$ cat config.mk
export PLATFORM = sky130hd
export DESIGN_NAME = wrr_arb
export DESIGN_NICKNAME = d
export VERILOG_FILES = /design/src/rtl/wrr_arb_pkg.sv /design/src/rtl/wrr_arb_rr_pick.sv /design/src/rtl/wrr_arb.sv
export SDC_FILE = /design/constraint.sdc
export NUM_CORES = 1
export LEC_CHECK = 0
export CORE_UTILIZATION = 54
export DETAILED_ROUTE_END_ITERATION = 6
export PLACE_DENSITY = 0.82
export RECOVER_POWER = 100
export SLEW_MARGIN = 20
export SYNTH_ARGS = -nofsm -noshare
export SYNTH_HDL_FRONTEND = slang
export SYNTH_SLANG_ARGS = --single-unit
$ cat constraint.sdc
create_clock -name clk -period 5.41 [get_ports clk]
set_input_delay 1.3525 -clock clk [delete_from_list [all_inputs] [get_ports clk]]
set_output_delay 1.3525 -clock clk [all_outputs]
set_load 0.02 [all_outputs]
$ cat src/rtl/wrr_arb_pkg.sv
// Shared types and helpers for the weighted round-robin arbiter.
package wrr_arb_pkg;

  // Arbitration policy selected by i_mode
  typedef enum logic {
    MODE_RR    = 1'b0,
    MODE_FIXED = 1'b1
  } mode_e;

  // Grant FSM states
  typedef enum logic {
    IDLE  = 1'b0,
    GRANT = 1'b1
  } state_e;

  // Widest one-hot vector the index helper accepts
  localparam int unsigned OH_MAX_W = 64;

  // Binary index of the set bit in a one-hot vector (0 when the vector is zero)
  function automatic int unsigned onehot_to_idx(input logic [OH_MAX_W-1:0] oh);
    int unsigned idx;
    idx = 0;
    for (int unsigned i = 0; i < OH_MAX_W; i++) begin
      if (oh[i]) idx = i;
    end
    return idx;
  endfunction

endpackage

$ cat src/rtl/wrr_arb_rr_pick.sv
// Combinational find-first-set over a request vector, searching upward from
// a start pointer and wrapping at N-1 -> 0. Tie the pointer to 0 for a plain
// lowest-index priority encoder.
module rr_pick
  import wrr_arb_pkg::*;
#(
  parameter  int unsigned N  = 8,
  localparam int unsigned IW = $clog2(N)
) (
  input  logic [N-1:0]  req_i,
  input  logic [IW-1:0] ptr_i,
  output logic [N-1:0]  gnt_oh_c_o,
  output logic [IW-1:0] gnt_idx_c_o
);

  logic          found;
  logic [IW-1:0] k;

  // Walk the requesters in rotated order and keep the first one seen
  always_comb begin
    gnt_oh_c_o = '0;
    found      = 1'b0;
    k          = '0;
    for (int unsigned i = 0; i < N; i++) begin
      k = IW'((32'(ptr_i) + i) % N);
      if (!found && req_i[k]) begin
        found         = 1'b1;
        gnt_oh_c_o[k] = 1'b1;
      end
    end
  end

  assign gnt_idx_c_o = IW'(onehot_to_idx(OH_MAX_W'(gnt_oh_c_o)));

endmodule

$ cat src/rtl/wrr_arb.sv
// Weighted round-robin / fixed-priority arbiter with a registered one-hot
// grant held for (weight+1) accepted beats per owner.
// Optional feature: define WRR_ARB_LOCK_EN to add i_lock, which keeps the
// current owner across accepted beats regardless of credit or request.
module wrr_arb
  import wrr_arb_pkg::*;
#(
  parameter int unsigned NUM_INPUTS = 8,
  parameter int unsigned WEIGHT_W   = 4
) (
  input  logic                           clk,
  input  logic                           rstn,
  input  logic [NUM_INPUTS-1:0]          i_req,
  input  logic                           i_valid,
  input  logic [NUM_INPUTS*WEIGHT_W-1:0] i_weight,
  input  logic                           i_mode,
  input  logic                           i_ready,
`ifdef WRR_ARB_LOCK_EN
  input  logic                           i_lock,
`endif
  output logic [NUM_INPUTS-1:0]          o_grant,
  output logic                           o_valid,
  output logic [$clog2(NUM_INPUTS)-1:0]  o_owner
);

  localparam int unsigned IW = $clog2(NUM_INPUTS);
  localparam int unsigned CW = WEIGHT_W + 1;

  state_e                state_q, state_d;
  logic [NUM_INPUTS-1:0] grant_q, grant_d;
  logic [IW-1:0]         owner_q, owner_d;
  logic [IW-1:0]         ptr_q,   ptr_d;
  logic [CW-1:0]         credit_q, credit_d;

  logic [NUM_INPUTS-1:0] rr_oh, fx_oh, win_oh;
  logic [IW-1:0]         rr_idx, fx_idx, win_idx;
  logic [WEIGHT_W-1:0]   win_weight;
  logic                  fixed_c;
  logic                  lock_c;
  logic                  owner_req_c;
  logic                  credit_nz_c;
  logic                  load;

  // Rotating search from the pointer for round-robin mode
  rr_pick #(.N(NUM_INPUTS)) u_pick_rr (
    .req_i      (i_req),
    .ptr_i      (ptr_q),
    .gnt_oh_c_o (rr_oh),
    .gnt_idx_c_o(rr_idx)
  );

  // Same search anchored at index 0 gives fixed priority
  rr_pick #(.N(NUM_INPUTS)) u_pick_fx (
    .req_i      (i_req),
    .ptr_i      ('0),
    .gnt_oh_c_o (fx_oh),
    .gnt_idx_c_o(fx_idx)
  );

`ifdef WRR_ARB_LOCK_EN
  assign lock_c = i_lock;
`else
  assign lock_c = 1'b0;
`endif

  assign fixed_c     = (mode_e'(i_mode) == MODE_FIXED);
  assign win_oh      = fixed_c ? fx_oh  : rr_oh;
  assign win_idx     = fixed_c ? fx_idx : rr_idx;
  assign win_weight  = i_weight[win_idx*WEIGHT_W +: WEIGHT_W];
  assign owner_req_c = i_req[owner_q];
  assign credit_nz_c = |credit_q;

  // Next-state: hold on stall, extend burst while credit lasts, else re-arbitrate
  always_comb begin
    state_d  = state_q;
    grant_d  = grant_q;
    owner_d  = owner_q;
    ptr_d    = ptr_q;
    credit_d = credit_q;
    load     = 1'b0;

    unique case (state_q)
      IDLE: begin
        if (i_valid && |i_req) load = 1'b1;
      end
      GRANT: begin
        if (i_ready) begin
          if (i_valid && (lock_c || (owner_req_c && credit_nz_c))) begin
            // Credit saturates at zero so a locked burst can run on indefinitely
            credit_d = credit_nz_c ? credit_q - CW'(1) : '0;
          end else if (i_valid && |i_req) begin
            load = 1'b1;
          end else begin
            state_d = IDLE;
            grant_d = '0;
            owner_d = '0;
          end
        end
      end
      default: state_d = IDLE;
    endcase

    if (load) begin
      state_d  = GRANT;
      grant_d  = win_oh;
      owner_d  = win_idx;
      credit_d = CW'(win_weight);
      if (!fixed_c) ptr_d = IW'((32'(win_idx) + 32'd1) % NUM_INPUTS);
    end
  end

  // State and output registers with synchronous active-low reset
  always_ff @(posedge clk) begin
    if (!rstn) begin
      state_q  <= IDLE;
      grant_q  <= '0;
      owner_q  <= '0;
      ptr_q    <= '0;
      credit_q <= '0;
    end else begin
      state_q  <= state_d;
      grant_q  <= grant_d;
      owner_q  <= owner_d;
      ptr_q    <= ptr_d;
      credit_q <= credit_d;
    end
  end

  assign o_grant = grant_q;
  assign o_valid = (state_q == GRANT);
  assign o_owner = owner_q;

endmodule

==> flow_summary.json <==
{
  "hp-start": "credit_q[4]",
  "setup_tns_ps": 0,
  "grt_antenna_before_repair": 0,
  "fin_worst_skew_ps": 10.12,
  "outcome": "finished clean",
  "placed_cell_area_um2": 3786,
  "initial_core_util": 0.5599,
  "ir_drop_v": 0.0001778,
  "vias_per_cell": 6.979,
  "std_cell_rows": 27,
  "final.period_utilization": 0.9435,
  "timing.hold.ws_ps": 473.4,
  "min_to": "credit_q[4]",
  "synthArstFlopShare": 0,
  "postSynthAreaPerCell_um2": 7.987,
  "comb_power_share": 0.619,
  "path_max_fanout": 10,
  "tritoncts": "built",
  "start_kind": "input pin",
  "totalPowerFinal_w": 0.0008464,
  "ys_warn_count": 0,
  "dp_hpwl_mm": 8.236,
  "portBuffers": 56,
  "drtIter0Drc": 485,
  "max_slew_margin": 0.4264,
  "insertedDiodeCount": 0,
  "cp_data_required_time_ps": 5550,
  "internal_power_w": 0.0004816,
  "synth.distinct_cells": 67,
  "ioPinCount": 57,
  "final_common_cell": "clkdlybuf4s50_1",
  "post_cts.repair.setup_buffers": 0,
  "grtUsageTotal": 0.3494,
  "synth_top_family_by_area": "compound AO/OA/AOI/OAI gates",
  "drc": 0,
  "synth_seq_area_share": 0.1299,
  "p_per_area_nw_per_um2": 220.0,
  "grt_overflow": 0,
  "max_freq_ghz": 0.1959,
  "rsz0062_at_grt": "false",
  "end_kind": "register",
  "reg2reg_to": "ptr_q[2]",
  "slew_violations": 0,
  "synth_simple_gate_area_frac": 0.2366,
  "drive_gt1_frac": 0.1493,
  "wl_mm": 10.72,
  "r2r_start": "ptr_q[1]",
  "setup_viol": 0,
  "cp.arrival_ps": 5250,
  "path_buf_inv": 3,
  "synth_nets": 439,
  "ctsHoldBuffers": 0,
  "sequentialPowerShare": 0.205,
  "critPathTopFamily": "buffers and inverters",
  "maxCapViolCount": 0,
  "synth_adder_area_share": 0.03247,
  "wl_per_cell_um": 20.85,
  "rrSetupSlack_ps": 540,
  "r2r.worst_path.cells": 16,
  "dr.pass1.iters": 7,
  "fp.dieH_um": 77.56,
  "post-place-cells": 510,
  "grt_pass1_vias": 3133,
  "final_cells": 514,
  "ant_nets": 0,
  "synthMuxAreaShare": 0.2532,
  "cts_made_buffers": 3,
  "worstSetupPathType": "input pin to register",
  "htree_levels": 1,
  "syn_area_um2": 3083,
  "power_frac_clock": 0.175,
  "min_path_type": "register to register",
  "dieWidth_um": 77.56,
  "synth_compound_area_frac": 0.2630,
  "synth_top_flop_cell": "dfxtp_1",
  "period_minus_slack_ps": 5104,
  "final_cell_mix": "clkdlybuf4s50_1 (43), mux2i_1 (33), nand2_1 (30)",
  "fin_area_um2": 3847,
  "clockBufferDepth": 2,
  "nets": 496,
  "synthCells": 386,
  "vias": 3587,
  "synth_xor_xnor_area_share": 0.01705,
  "switchingPower_w": 0.0003648,
  "clk_pin_slew_worst_paths_ps": 80,
  "core_area_um2": 5507,
  "cts_sinks": 20,
  "die_area_um2": 6016,
  "hold_path_depth": 2,
  "tightest_slew_ps": 851.4,
  "synth_edf_count": 0,
  "slowest_stage": "dlygate4sd3_1",
  "gp_congestion": 0.9608,
  "crit_start": "i_req[1]",
  "clock_latency_ps": 260,
  "cts_resized": 0,
  "grt_max_degree": 40,
  "root_buffer": "clkbuf_8",
  "syn_to_final_growth_pct": 24.80,
  "path_cells": "dlygate4sd3_1, mux2_2, mux4_2, nor3b_1, clkbuf_1, a21boi_0, o221ai_1, a21oi_1, a41oi_2, buf_4, ha_1, xor2_1, nand2_1, o211a_1",
  "max_stage_delay_ps": 630,
  "hold_viol_final": 0,
  "grt_pass1_wl_mm": 16.56,
  "p_leak_nw": 1.437,
  "ys_seq_elements": 20,
  "swShare": 0.4310
}
-- registers in the layout, indices dropped and copies added (netlist names) --
signal	flops
credit_q	5
o_grant	8
o_owner	3
o_valid	1
ptr_q	3
-- power groups by stage --
| stage | Sequential (W) | Clock [W] | Combinational, W |
|---|---|---|---|
| 3_3_place_gp | 0.000176 | 0 | 0.000511 |
| 3_5_place_dp | 0.000176 | 0 | 0.000510 |
| 5_1_grt | 0.000175 | 0.000158 | 0.000552 |
| 2_1_floorplan | 0.000178 | 0 | 0.000345 |
| 4_1_cts | 0.000173 | 0.000152 | 0.000513 |
| 6_report | 0.000174 | 0.000149 | 0.000524 |
-- kinds of logic (layout without fill, tap and decap cells) --
family	after synthesis	count (layout)
buffers and inverters	45	101
DFF	20	20
xor gates and xnor gates	6	6
and+or+nand+nor	137	137
muxes	59	59
AOI/OAI and AO/OA	111	111
adders and majority gates	8	8
-- synthesized netlist by cell type, types with 8 or more instances --
master	count	area (um^2)
mux2i_1	33	330.3
nand2_1	30	112.6
a21oi_1	23	115.1
nor2_1	22	82.58
clkbuf_1	21	78.83
dfxtp_1	20	400.4
nand3_1	19	95.09
nor2b_1	17	106.4
o21ai_0	17	85.08
mux4_2	14	315.3
nor3_1	11	55.05
a22oi_1	9	67.56
a31oi_1	9	56.30
inv_1	9	33.78
mux2_2	9	101.4
ha_1	8	100.1
-- tightest hold or removal path, delay by kind of cell (launching register included) --
| family | cells | cell delay, ps |
|---|---|---|
| DFF | 1 | 320 |
| AOI/OAI and AO/OA | 2 | 110 |
-- area by class of cell --
type / count / area (um^2)
clock buffer: 3 / 41.29
multi-input combinational: 321 / 2474
sequential: 20 / 400.4
clock inverter: 1 / 30.03
timing repair buffer: 84 / 760.7
inverter: 13 / 51.30
fill: 455 / 1659
tap: 72 / 90.09
-- how the worst max path moves through the flow --
stage	end	slack, ps	depth (start not counted)
after floorplan	credit_q[0]	800	12
after global placement	ptr_q[2]	140	15
after detailed placement	ptr_q[2]	260	15
after CTS	ptr_q[2]	500	15
after global routing	credit_q[0]	100	12
final	ptr_q[2]	310	14
-- routing by layer --
layer	up-vias	global-route usage	wire, um
met4	0	0.09811	332
met2	253	0.5354	4708
met5	-	0	0
li1	1607	-	-
met3	38	0.03294	1139
met1	1689	0.5167	4536
-- through the flow --
stage                     setup WS [ps]    util
after floorplan                   795.0       -
after global placement            135.3  0.6876
after detailed placement          256.7  0.6876
after CTS                         503.7  0.7005
after global routing              102.9  0.6987
final                             305.6  0.6987
Power figures use the tool's default switching activity.
